<file path="src/rtl/otp_ctrl_zeroize_seq.sv">
// Zeroize-and-verify sequencer for one 64-bit OTP block on the native macro port.
// It issues Zeroize, reads the block back, and classifies the set-bit count: pass, retry, fail or fatal.
package otp_ctrl_zeroize_pkg;
    localparam int OtpByteAddrWidth = 11;
    localparam int OtpAddrWidth     = 10;
    localparam int OtpAddrShift     = 1;
    localparam int OtpSizeWidth     = 2;
    localparam int OtpIfWidth       = 64;

    typedef enum logic [3:0] {
        On  = 4'b0101,
        Off = 4'b1010
    } lc_tx_t;

    typedef enum logic [2:0] {
        NoError,
        MacroError,
        MacroEccCorrError,
        MacroEccUncorrError,
        MacroWriteBlankError,
        AccessError,
        CheckFailError,
        FsmStateError
    } otp_err_e;

    // Macro response codes line up with the low end of otp_err_e.
    typedef otp_err_e err_e;

    typedef enum logic [2:0] {
        Read     = 3'd0,
        Write    = 3'd1,
        ReadRaw  = 3'd2,
        WriteRaw = 3'd3,
        Init     = 3'd4,
        Zeroize  = 3'd5
    } cmd_e;
endpackage

module otp_ctrl_zeroize_seq
    import otp_ctrl_zeroize_pkg::*;
#(
    parameter int MaxRetries = 2
) (
    input  logic                        clk_i,
    input  logic                        rst_ni,
    input  lc_tx_t                      escalate_en_i,
    input  logic                        zer_req_i,
    input  logic [OtpByteAddrWidth-1:0] zer_addr_i,
    output logic                        zer_ack_o,
    output otp_err_e                    zer_err_o,
    output logic [63:0]                 zer_rdata_o,
    output logic [6:0]                  zer_popcnt_o,
    output logic                        busy_o,
    output logic                        fsm_err_o,
    output logic                        otp_valid_o,
    input  logic                        otp_ready_i,
    output cmd_e                        otp_cmd_o,
    output logic [OtpSizeWidth-1:0]     otp_size_o,
    output logic [OtpAddrWidth-1:0]     otp_addr_o,
    output logic [OtpIfWidth-1:0]       otp_wdata_o,
    input  logic                        otp_rvalid_i,
    input  logic [OtpIfWidth-1:0]       otp_rdata_i,
    input  err_e                        otp_err_i
);

    localparam int          CntW       = $clog2(MaxRetries + 2);
    localparam logic [6:0]  ValidBound = 7'd56;
    localparam logic [6:0]  FatalBound = 7'd48;

    // Sparse encoding leaves unused codes that the default arm traps.
    typedef enum logic [3:0] {
        IDLE     = 4'b0000,
        ZER_CMD  = 4'b0011,
        ZER_WAIT = 4'b0101,
        RD_CMD   = 4'b0110,
        RD_WAIT  = 4'b1001,
        CHECK    = 4'b1010,
        DONE     = 4'b1100,
        ERROR    = 4'b1111
    } state_e;

    state_e                  state_q, state_d;
    logic                    ack_q, ack_d;
    otp_err_e                err_q, err_d;
    logic [OtpAddrWidth-1:0] addr_q, addr_d;
    logic [63:0]             rdata_q, rdata_d;
    logic [CntW-1:0]         cnt_q, cnt_d;
    logic [6:0]              popcnt;
    logic                    pending;

    function automatic logic [6:0] popcnt64(input logic [63:0] d);
        logic [6:0] c;
        c = '0;
        for (int i = 0; i < 64; i++) c = c + 7'(d[i]);
        return c;
    endfunction

    assign popcnt = popcnt64(rdata_q);

    always_comb begin
        state_d = state_q;
        ack_d   = 1'b0;
        err_d   = err_q;
        addr_d  = addr_q;
        rdata_d = rdata_q;
        cnt_d   = cnt_q;
        pending = 1'b0;
        case (state_q)
            IDLE: begin
                if (zer_req_i) begin
                    pending = 1'b1;
                    if (zer_addr_i[2:0] != 3'b000) begin
                        state_d = DONE;
                        err_d   = AccessError;
                    end else begin
                        addr_d  = zer_addr_i[OtpByteAddrWidth-1:OtpAddrShift];
                        cnt_d   = '0;
                        state_d = ZER_CMD;
                    end
                end
            end
            ZER_CMD: begin
                pending = 1'b1;
                if (otp_ready_i) state_d = ZER_WAIT;
            end
            ZER_WAIT: begin
                pending = 1'b1;
                if (otp_rvalid_i) begin
                    if (otp_err_i == NoError) begin
                        state_d = RD_CMD;
                    end else begin
                        state_d = DONE;
                        err_d   = otp_err_i;
                    end
                end
            end
            RD_CMD: begin
                pending = 1'b1;
                if (otp_ready_i) state_d = RD_WAIT;
            end
            RD_WAIT: begin
                pending = 1'b1;
                if (otp_rvalid_i) begin
                    if (otp_err_i == NoError || otp_err_i == MacroEccCorrError) begin
                        rdata_d = otp_rdata_i;
                        state_d = CHECK;
                    end else begin
                        state_d = DONE;
                        err_d   = otp_err_i;
                    end
                end
            end
            CHECK: begin
                pending = 1'b1;
                if (popcnt >= ValidBound) begin
                    state_d = DONE;
                    err_d   = NoError;
                end else if (popcnt >= FatalBound) begin
                    if (cnt_q < CntW'(MaxRetries)) begin
                        cnt_d   = cnt_q + CntW'(1);
                        state_d = ZER_CMD;
                    end else begin
                        state_d = DONE;
                        err_d   = CheckFailError;
                    end
                end else begin
                    state_d = ERROR;
                end
            end
            DONE: state_d = IDLE;
            ERROR: begin
                // A request seen in the ack cycle is the one just answered.
                if (zer_req_i && !ack_q) begin
                    ack_d = 1'b1;
                    err_d = FsmStateError;
                end
            end
            default: state_d = ERROR;
        endcase

        if (otp_rvalid_i && state_q != ZER_WAIT && state_q != RD_WAIT) state_d = ERROR;
        if (escalate_en_i != Off) state_d = ERROR;

        if (state_d == DONE) ack_d = 1'b1;
        if (state_q != ERROR && state_d == ERROR && pending) begin
            ack_d = 1'b1;
            err_d = FsmStateError;
        end
    end

    always_ff @(posedge clk_i or negedge rst_ni) begin
        if (!rst_ni) begin
            state_q <= IDLE;
            ack_q   <= 1'b0;
            err_q   <= NoError;
            addr_q  <= '0;
            rdata_q <= '0;
            cnt_q   <= '0;
        end else begin
            state_q <= state_d;
            ack_q   <= ack_d;
            err_q   <= err_d;
            addr_q  <= addr_d;
            rdata_q <= rdata_d;
            cnt_q   <= cnt_d;
        end
    end

    assign zer_ack_o    = ack_q;
    assign zer_err_o    = err_q;
    assign zer_rdata_o  = rdata_q;
    assign zer_popcnt_o = popcnt;
    assign busy_o       = (state_q != IDLE) && (state_q != ERROR);
    assign fsm_err_o    = (state_q == ERROR);
    assign otp_valid_o  = (state_q == ZER_CMD) || (state_q == RD_CMD);
    assign otp_cmd_o    = (state_q == ZER_CMD) ? Zeroize : Read;
    assign otp_size_o   = OtpSizeWidth'(3);
    assign otp_addr_o   = addr_q;
    assign otp_wdata_o  = '0;

endmodule

</file>
<file path="config.mk">
export PLATFORM = sky130hd
export DESIGN_NAME = otp_ctrl_zeroize_seq
export DESIGN_NICKNAME = d
export VERILOG_FILES = /design/src/rtl/otp_ctrl_zeroize_seq.sv
export SDC_FILE = /design/constraint.sdc
export NUM_CORES = 1
export LEC_CHECK = 0
export ABC_AREA = 1
export CAP_MARGIN = 20
export CELL_PAD_IN_SITES_DETAIL_PLACEMENT = 0
export CELL_PAD_IN_SITES_GLOBAL_PLACEMENT = 1
export CORE_MARGIN = 5
export CORE_UTILIZATION = 34
export CTS_CLUSTER_DIAMETER = 30
export DETAILED_ROUTE_END_ITERATION = 7
export HOLD_SLACK_MARGIN = 0.08
export MAX_ROUTING_LAYER = met4
export PLACE_DENSITY = 0.88
export SLEW_MARGIN = 0
export SYNTH_ARGS = -nofsm -noshare
export SYNTH_HDL_FRONTEND = slang
export SYNTH_SLANG_ARGS = --single-unit
</file>
<file path="constraint.sdc">
create_clock -name clk_i -period 16.1 [get_ports clk_i]
set_input_delay 3.22 -clock clk_i [delete_from_list [all_inputs] [get_ports clk_i]]
set_output_delay 3.22 -clock clk_i [all_outputs]
set_load 0.1 [all_outputs]
</file>
==> run_results.csv, run 1 <==
group,metric,value,unit
floorplan,fp-row-count,48,
synth,syn_area_per_cell,9.10,sq um
clock_network,htree_num_levels,3,
timing,finalCritPeriodShare,64.1,%
setup_path,reg2reg_depth,25,
global_routing,grt_overflow,0,
placed_design,dp_hpwl,11900,microns
floorplan,ios,244,
setup_path,worstPathRequired,12.88,ns
synth,synth.most_common_cell,"inv_1",
synth,synth-main-ff-cell,"dfrtp_1",
placed_design,io_buffers,176,
layout,fin_cells,1050,
layout,drive_gt1_share,8.85,%
setup_path,crit_path_end_kind,"output pin",
outcome,status,"finished, final reports clean",
global_routing,grt_pass1_wl,23100,microns
setup_path,crit_arrival,7.11,ns
synth,ys_types,32,
global_routing,grt_max_degree,64,
route,wl,14400,microns
layout,num_antenna_cells,0,
power,leakagePower,0.00410,uW
layout,multiInputGateArea,2980,sq um
layout,finalCoreUtilization,46.4,%
clock_network,cts_hold_buf,0,
timing,timing.setup.tns,0,ns
global_routing,antenna_found_initial,0,
floorplan,start_util,34.4,%
route,drc,0,
floorplan,die_y,142,microns
setup_path,crit_type,"flop to output pin",
clock_network,cts.reportedPaths.clkPinSlew,0.07,ns
power,power.density,67.8,nW/um^2
synth,yosysWarnings,0,
setup_path,cp_max_fo,3,
timing,finalMaxSlewViolations,0,
synth,yosysSeqAreaShare,35.7,%
min_path,holdPathStages,2,
min_path,hp-start,"otp_addr_o[4]",
layout,seq_area,2100,sq um
synth,synth_edf_count,0,
global_routing,grt_pass1_vias,4548,
timing,max_freq,96.8,MHz
setup_path,critPathLaunch,"zer_rdata_o[35]",
synth,yosysTopAreaCellShare,35.7,%
route,dr.pass1.iters,4,
timing,slew_headroom,31.8,%
floorplan,die_w,142,microns
clock_network,cts_setup_buffers,0,
synth,synth.ff_latch_count,84,
min_path,hold_class,"flop to flop",
synth,synthCells,647,
clock_network,cts_root_buf,"clkbuf_16",
timing,worstMarginPinSlew,1.02,ns
timing,hold_viol,0,
power,max-vdd-ir-drop,0.0395,mV
route,via_per_inst,4.11,
global_routing,grt_use_total,15.0,%
clock_network,cts_resized,0,
layout,area_growth,34.8,%
timing,worst_hold_slack,0.471,ns
placed_design,place.gp.congestion,0.841,
synth,synth_top_area_cell,"dfrtp_1",
placed_design,place_inst,1034,
clock_network,cts_buffers,9,
route,vias,4315,
clock_network,insertion_delay,0.34,ns
timing,period_minus_slack,10.33,ns
flow_run,maxCapViolCount,0,
setup_path,worstSetupStartpointType,"flop",
floorplan,coreArea,17100,sq um
layout,layout.nets,976,
route,wire_per_inst,13.7,microns
floorplan,fp.dieArea,20100,sq um
setup_path,r2r_start,"zer_rdata_o[35]",
clock_network,cts.sinks,84,
timing,clock_skew,0.0106,ns
synth,synthTopCellsByCount,"122 x inv_1, 84 x dfrtp_1, 82 x nand2_1, 71 x nor2_1, 68 x buf_4",
route,dr.first_iter.drc_count,156,
clock_network,cts_max_path_buffers,2,
route,ant_nets,0,
timing,rsz0062_at_grt,"no",
timing,setup_violations,0,
synth,async_flop_share,100,%
synth,synthesis.area,5890,sq um
clock_network,cts_tree,"built",
layout,fill_cells,1692,
synth,yosys-top-cells-area,"dfrtp_1 36%, fa_1 18%, buf_4 8.7%",
cell families (layout without fill, tap and decap cells):
family	count (synthesis)	in the layout	share of synthesized area, %
XOR/XNOR	1	1	0.149
other	2	67	0.128
flip-flops	84	84	35.7
AO/OA/AOI/OAI	56	56	5.08
multiplexers	18	18	3.44
AND/OR/NAND/NOR	205	205	16.0
adder cells (fa/ha/maj)	69	69	21.5
buffers and inverters	212	325	18.0
flip-flops by register name (all words and copies together), names as in the netlist:
signal       cells
zer_err_o        3
zer_ack_o        1
cnt_q            2
otp_addr_o      10
state_q          4
zer_rdata_o     64
final timing paths:
path / to / slack [ns]
setup reg to reg: zer_err_o[2] / 9.45
setup / recovery: zer_popcnt_o[4] / 5.77
hold / removal: otp_addr_o[4] / 0.47
min in group asynchronous: otp_addr_o[0] / 2.83
hold reg to reg: otp_addr_o[4] / 0.47
max in group asynchronous: zer_rdata_o[7] / 12.23
cells in the final DEF (no fill, tap or decap), drive strengths merged:
master and count:
nor3 2, o21ai 5, dfrtp 84, nand3b 2, nor2 77, fa 54, a21oi 49, bufinv 1
clkbuf 11, conb 67, clkinvlp 1, buf 3, inv 132, clkinv 2, o21bai 1, ha 15
nand4 5, mux2 18, or2 1, clkdlybuf4s50 175, nand3 25, o22ai 1, nand2 93, xor2 1
layout make-up:
type / count / area share, %
Timing Repair Buffer: 178 / 22.4
Tap cell: 225 / 3.55
Inverter: 131 / 6.23
Multi-Input combinational cell: 416 / 37.6
Clock inverter: 5 / 0.757
Sequential cell: 84 / 26.5
Clock buffer: 11 / 3.06
critical path, stage by stage, from the launching register on:
cell,delay (ns)
dfrtp_1,0.35
inv_1,0.08
fa_1,0.54
inv_1,0.06
fa_1,0.41
fa_1,0.54
inv_1,0.06
fa_1,0.52
inv_1,0.06
fa_1,0.52
fa_1,0.45
fa_1,0.55
inv_1,0.06
fa_1,0.53
inv_1,0.07
fa_1,0.47
nand2_1,0.11
nand2_1,0.05
nand2_1,0.05
nand2_1,0.04
inv_1,0.08
clkdlybuf4s50_1,1.16
stage by stage:
stage	setup WS, ns	power [uW]	cell area [sq um]
CTS	5.71	546	7940
global route	5.46	557	7940
finish	5.77	538	7940
floorplan	5.58	312	6130
global placement	6.13	330	7630
detailed placement	6.11	330	7630
power breakdown:
| part | internal, uW | switching (uW) | total (uW) | leakage, uW |
|---|---|---|---|---|
| combinational | 22.3 | 90.0 | 112 | 0.00306 |
| sequential | 213 | 0.827 | 213 | 0.000887 |
| clock | 125 | 87.5 | 213 | 0.000146 |
per-layer routing:
metal | GRT usage (%) | vias up | part of all wire [%]
li1 | - | 2153 | -
met1 | 18.7 | 2022 | 43
met2 | 24.9 | 127 | 49
met3 | 3.34 | 13 | 6.0
met4 | 3.94 | 0 | 1.4
met5 | - | - | 0
No activity file was read; power rests on OpenSTA's default activity.
==> run 2: changes to the inputs <==
Settings changed: CORE_UTILIZATION 34 to 29, PLACE_DENSITY 0.88 to 0.8.
Clock period 16.1 ns to 8.9 ns, I/O delays scaled along.
==> run 2 against run 1 <==
Net effect:
- final cell count increased by 4.3%
- clock skew decreased by 0.0029 ns
- largest cell class unchanged
- sequential share of layout area decreased by 0.062 points
- non-clock buffer count unchanged
- core utilization decreased by 6.8 points
- largest power group unchanged
- critical endpoint unchanged
- worst hold slack improved by 0.0017 ns
- sequential power increased by 81%
- first-iteration DRC count decreased by 1.3%
- combinational power increased by 81%
- global-route usage decreased by 1.5 points
==> run_results.csv, run 2 (same netlist as run 1, synthesis figures left out) <==
group,metric,value,unit
outcome,status,"finished, final reports clean",
flow_run,maxCapViolCount,0,
route,wl,15000,microns
global_routing,met3_usage,3.32,%
timing,rsz0062_at_grt,"no",
route,drc,0,
setup_path,reg2reg_to,"zer_err_o[0]",
floorplan,die_w,153,microns
setup_path,r2r_slack,2.15,ns
global_routing,use_met1,17.1,%
floorplan,coreArea,20100,sq um
layout,layout_common_cells,"168 x clkdlybuf4s50_1, 122 x inv_1, 84 x dfrtp_1, 81 x nand2_1, 71 x nor2_1",
clock_network,cts_resized,0,
setup_path,cp_common_cell,"fa_1",
layout,largest_reg_flops,64,
timing,worstMarginPinSlew,1.02,ns
floorplan,ios,244,
timing,slew_headroom,32.1,%
layout,fin_area,7960,sq um
global_routing,grt_busiest_layer,"met2",
layout,area_growth,35.1,%
timing,max_freq,124,MHz
timing,finalMaxSlewViolations,0,
setup_path,reg2reg_depth,25,
clock_network,cts_root_buf,"clkbuf_16",
timing,timing.setup.tns,0,ns
layout,fill_cells,2025,
setup_path,critPathLaunch,"zer_rdata_o[35]",
setup_path,crit_arrival,6.31,ns
floorplan,fp.dieArea,23300,sq um
global_routing,antenna_found_initial,0,
global_routing,grt_pass1_vias,4621,
power,power.density,119,nW/um^2
clock_network,cts.reportedPaths.clkPinSlew,0.07,ns
clock_network,cts_hold_buf,0,
layout,num_antenna_cells,0,
clock_network,cts_buffers,9,
placed_design,placement.cell_area,7680,sq um
timing,hold_viol,0,
setup_path,max_stage_delay,0.55,ns
power,leakagePower,0.00408,uW
floorplan,fp-row-count,52,
global_routing,grt_pass1_wl,24300,microns
setup_path,setup.worst_path.end,"zer_popcnt_o[4]",
clock_network,cts_tree,"built",
setup_path,crit_slowest_cell,"fa_1",
clock_network,cts_max_path_buffers,2,
floorplan,die_y,153,microns
global_routing,grt_max_degree,73,
route,ant_nets,0,
layout,layout.nets,976,
setup_path,cp_max_fo,3,
floorplan,start_util,29.3,%
route,dr.pass1.iters,4,
setup_path,worstSetupStartpointType,"flop",
clock_network,insertion_delay,0.35,ns
setup_path,crit_path_end_kind,"output pin",
power,max-vdd-ir-drop,0.0783,mV
timing,period_minus_slack,8.09,ns
route,wire_per_inst,13.7,microns
timing,clock_skew,0.00770,ns
global_routing,grt_use_total,13.5,%
placed_design,place_inst,1079,
setup_path,r2r_start,"zer_rdata_o[35]",
global_routing,grt_overflow,0,
route,via_per_inst,3.99,
clock_network,cts.sinks,84,
min_path,hold_class,"flop to flop",
placed_design,dp_hpwl,12200,microns
timing,finalCritPeriodShare,90.9,%
layout,drive_gt1_share,9.94,%
placed_design,io_buffers,176,
timing,setup_violations,0,
layout,final_common_cell,"clkdlybuf4s50_1",
route,dr.first_iter.drc_count,154,
setup_path,crit_chain,"inv_1, fa_1, inv_1, fa_1, fa_1, inv_1, fa_1, inv_1, fa_1, fa_1, fa_1, inv_1, fa_1, inv_1, fa_1, nand2_1, nand2_1, nand2_1, nand2_1, inv_1, buf_4",
setup_path,crit_type,"flop to output pin",
route,vias,4374,
placed_design,place.gp.congestion,0.798,
layout,fin_cells,1095,
clock_network,htree_num_levels,3,
clock_network,cts_setup_buffers,0,
setup_path,worstPathRequired,7.12,ns
global_routing,grt_use_met2,21.7,%
## run 2: cell count changes in the layout (fill, tap and decap cells not counted), sizes merged
| cell | previous run | this run |
|---|---|---|
| clkdlybuf4s50 | 175 | 168 |
| bufinv | 1 | 0 |
| clkbuf | 11 | 9 |
| clkinvlp | 1 | 3 |
| buf | 3 | 10 |
| inv | 132 | 133 |
## run 2: metal layers
| metal | vias to the layer above | share of wire, % |
|---|---|---|
| li1 | 2157 | - |
| met1 | 2047 | 44 |
| met2 | 158 | 48 |
| met3 | 12 | 6.7 |
| met4 | 0 | 1.3 |
| met5 | - | 0 |
## run 2: cell type report
type                       instances  area, sq um  share of cell area, %
timing repair buffer             178         1760                   22.1
tap                              270          338                   4.25
sequential                        84         2100                   26.4
inverter                         131          494                   6.21
clock buffer                       9          225                   2.83
clock inverter                     7         50.0                  0.629
multi-input combinational        416         2990                   37.6
## run 2: per-stage QoR
| step | power, uW | hold WS [ns] | utilization (%) | setup WS [ns] |
|---|---|---|---|---|
| after global routing | 989 | 0.486 | 39.6 | 0.495 |
| after global placement | 596 | 0.452 | 38.2 | 1.19 |
| after detailed placement | 596 | 0.458 | 38.2 | 1.16 |
| after floorplan | 565 | 0.468 | - | 0.331 |
| after CTS | 967 | 0.475 | 39.6 | 0.742 |
| final | 948 | 0.472 | 39.6 | 0.813 |
## run 2: critical path: cells and delay by family, from the launching register on
family / cells / cell delay, ns
DFF: 1 / 0.35
buffers and inverters: 8 / 0.77
and+or+nand+nor: 4 / 0.27
adders and majority gates: 9 / 4.57
## run 2: worst min-delay path by stage
stage	endpoint	slack (ns)	from	depth (start not counted)
detailed placement	otp_addr_o[4]	0.46	otp_addr_o[4]	2
floorplan	cnt_q[0]	0.47	cnt_q[0]	2
finish	otp_addr_o[6]	0.47	otp_addr_o[6]	2
CTS	otp_addr_o[4]	0.48	otp_addr_o[4]	2
global route	otp_addr_o[4]	0.49	otp_addr_o[4]	2
global placement	otp_addr_o[4]	0.45	otp_addr_o[4]	2
## run 2: power by group
group          internal (uW)  switching [uW]
clock network            190             168
logic                   40.3             163
registers                384            1.54
==> variant: new RTL, flow settings as in run 2 <==
Register the outputs `zer_popcnt_o` and `fsm_err_o`, with the module's reset; this adds one clock of latency there. The other outputs are not delayed to match.
--- a/src/rtl/otp_ctrl_zeroize_seq.sv
+++ b/src/rtl/otp_ctrl_zeroize_seq.sv
@@ -210,7 +210,14 @@
     assign zer_err_o    = err_q;
     assign zer_rdata_o  = rdata_q;
-    assign zer_popcnt_o = popcnt;
     assign busy_o       = (state_q != IDLE) && (state_q != ERROR);
-    assign fsm_err_o    = (state_q == ERROR);
+    always_ff @(posedge clk_i or negedge rst_ni) begin
+        if (!rst_ni) begin
+            zer_popcnt_o <= '0;
+            fsm_err_o    <= '0;
+        end else begin
+            zer_popcnt_o <= popcnt;
+            fsm_err_o    <= (state_q == ERROR);
+        end
+    end
     assign otp_valid_o  = (state_q == ZER_CMD) || (state_q == RD_CMD);
     assign otp_cmd_o    = (state_q == ZER_CMD) ? Zeroize : Read;
Behaviour: not the same (a bounded check fails within 4 cycles, from zero or initial values and one cycle with rst_ni low).
==> variant against run 2 <==
Sequential cell count rose by 8; area after synthesis rose by 2.4%; final area rose by 2.4%; register-to-register slack improved by 0.27 ns; wire length fell by 0.87%; cell count fell by 1.5%; total power rose by 7.6%; setup slack improved by 1.6 ns; core utilization rose by 0.44 points; critical path type is now flop to flop; critical endpoint is now zer_err_o[0]$_DFFE_PN0P_; largest cell class unchanged; largest power group unchanged.
==> variant: results (changes against run 2) <==
.. list-table::
   :header-rows: 1

   * - Metric
     - Value
   * - DRC marker count from the first detailed-route iteration
     - 156 (+1.3%)
   * - Largest net degree at the start of global routing
     - 88 (+21%)
   * - Leakage power
     - 4.07 nW (-0.48%)
   * - Insertion delay to the later sink of the worst-skew pair
     - 0.35 ns (about the same)
   * - Sequential cell area fraction in the yosys report
     - 38.2% (+2.5 points)
   * - Synth unique cells
     - 41 (+28%)
   * - Reg-to-reg setup timing slack
     - 2.42 ns (+0.27 ns)
   * - Run status
     - finished clean
   * - First-pass GRT wire length
     - 23.8 mm (-2.0%)
   * - Most frequent cells after synthesis
     - inv_1 (119), dfrtp_1 (92), buf_4 (68)
   * - Placed cells
     - 1,063 (-1.5%)
   * - Dominant combinational cell family by area after synthesis
     - adder cells
   * - HPWL after detailed placement
     - 12.1 mm (-0.71%)
   * - Met2 WL post-DR
     - 7.29 mm (+2.0%)
   * - Detail Route met3 WL
     - 880 µm (-13%)
   * - Launch point of the worst reg-to-reg path
     - zer_rdata_o[35]$_DFFE_PN0P_
   * - Adder-Cell Fraction of Synth Area
     - 21.0% (-0.51 points)
   * - Number of cells on the worst reg-to-reg path
     - 29 (+16%)
   * - Tot GR Track Use
     - 12.9% (-0.58 points)
   * - Worst-case vdd ir drop
     - 0.0000812 V (+3.6%)
   * - Clock Skews
     - 0.0100 ns (+0.00232 ns)
   * - Critical path data arrival time
     - 6.71 ns (+0.40 ns)
   * - Overall via count from detail_route
     - 4,377 (+0.069%)
   * - Post-CTS Setup Inserts
     - 0 (unchanged)
   * - Critical path peak fanout
     - 4 (+1)
   * - Pre-Repair DR Iteration Count
     - 5 (+1)
   * - Transition at the pin with the smallest max-transition slack
     - 1.04 ns (+0.0255 ns)
   * - Initial antenna violation count
     - 0 (unchanged)
   * - Hold Path Sink
     - otp_addr_o[2]$_DFFE_PN0P_
   * - Share of the synthesized area in compound gates (AO/OA/AOI/OAI)
     - 6.08% (+1.0 points)
   * - Synth warnings
     - 0 (unchanged)
   * - Number of global-route vias before repair
     - 4,500 (-2.6%)
   * - Fraction of synthesized area in multiplexers
     - 3.36% (-0.081 points)
   * - Share of final-layout standard cells stronger than drive strength 1
     - 9.15% (-0.79 points)
   * - Cells taking the most area after synthesis
     - dfrtp_1 (38%), fa_1 (18%), buf_4 (8.5%)
   * - Synth Area in XOR/XNOR
     - 0.560% (+0.41 points)
   * - Mapped Cells
     - 630 (-2.6%)
   * - Layout Nets
     - 960 (-1.6%)
   * - Hold path startpoint
     - otp_addr_o[2]$_DFFE_PN0P_
variant: cell types whose count changed after synthesis, moves of 3 or more:
cell      delta
nor2_1      -12
nand2_1     -20
dfrtp_1      +8
nand3_1      -6
buf_1        -4
clkbuf_1     +5
inv_1        -3
nor2_2       +3
variant: metal layers:
layer  track usage (%)  vias up
met1              16.4     2098
met3              2.51       17
li1                  -     2132
met4              4.58        0
met2              20.7      130
met5                 -        -
variant: cells by family (layout without fill, tap and decap cells):
group / count (synthesis) / after routing
and+or+nand+nor: 172 / 172
AOI/OAI and AO/OA: 66 / 66
xor gates and xnor gates: 3 / 3
other: 2 / 67
buffers and inverters: 208 / 322
muxes: 18 / 18
adders and majority gates: 69 / 69
DFF: 92 / 92
variant: area by class of cell:
class	instances	area, µm²
fill	2065	12200
multi-input combinational	395	2950
sequential	92	2300
timing repair buffer	179	1780
inverter	127	477
tap	270	338
clock buffer	10	239
clock inverter	6	63.8
variant: power by group:
| group | internal, mW | switching, mW |
|---|---|---|
| clock | 0.225 | 0.169 |
| sequential | 0.421 | 0.00166 |
| combinational | 0.0399 | 0.163 |
variant: worst max-delay path, delay by kind of cell, from the launching register on:
kind / cells / cell delay [ns]
adder cells (fa/ha/maj): 9 / 4.53
buffers and inverters: 7 / 0.38
AND/OR/NAND/NOR: 12 / 1.03
AO/OA/AOI/OAI: 1 / 0.08
flip-flops: 1 / 0.35
variant: worst max path at each step:
| stage | from | endpoint | slack [ns] | cells after the start |
|---|---|---|---|---|
| finish | zer_rdata_o[35]$_DFFE_PN0P_ | zer_err_o[0]$_DFFE_PN0P_ | 2.42 | 29 |
| CTS | zer_rdata_o[35]$_DFFE_PN0P_ | zer_err_o[0]$_DFFE_PN0P_ | 2.37 | 29 |
| global route | zer_rdata_o[35]$_DFFE_PN0P_ | zer_err_o[0]$_DFFE_PN0P_ | 2.02 | 30 |
| global placement | zer_rdata_o[35]$_DFFE_PN0P_ | zer_err_o[0]$_DFFE_PN0P_ | 2.42 | 25 |
| floorplan | zer_rdata_o[35]$_DFFE_PN0P_ | zer_err_o[2]$_DFFE_PN0P_ | 1.95 | 25 |
| detailed placement | zer_rdata_o[35]$_DFFE_PN0P_ | zer_err_o[0]$_DFFE_PN0P_ | 2.38 | 29 |
variant: per-stage QoR:
step	instance area [µm²]	utilization, %	setup slack (ns)	hold slack [ns]
final	8150	40.0	2.42	0.478
after global routing	8150	40.0	2.02	0.506
after CTS	8150	40.0	2.37	0.485
after detailed placement	7850	38.5	2.38	0.467
after global placement	7850	38.5	2.42	0.454
after floorplan	6270	-	1.95	0.492
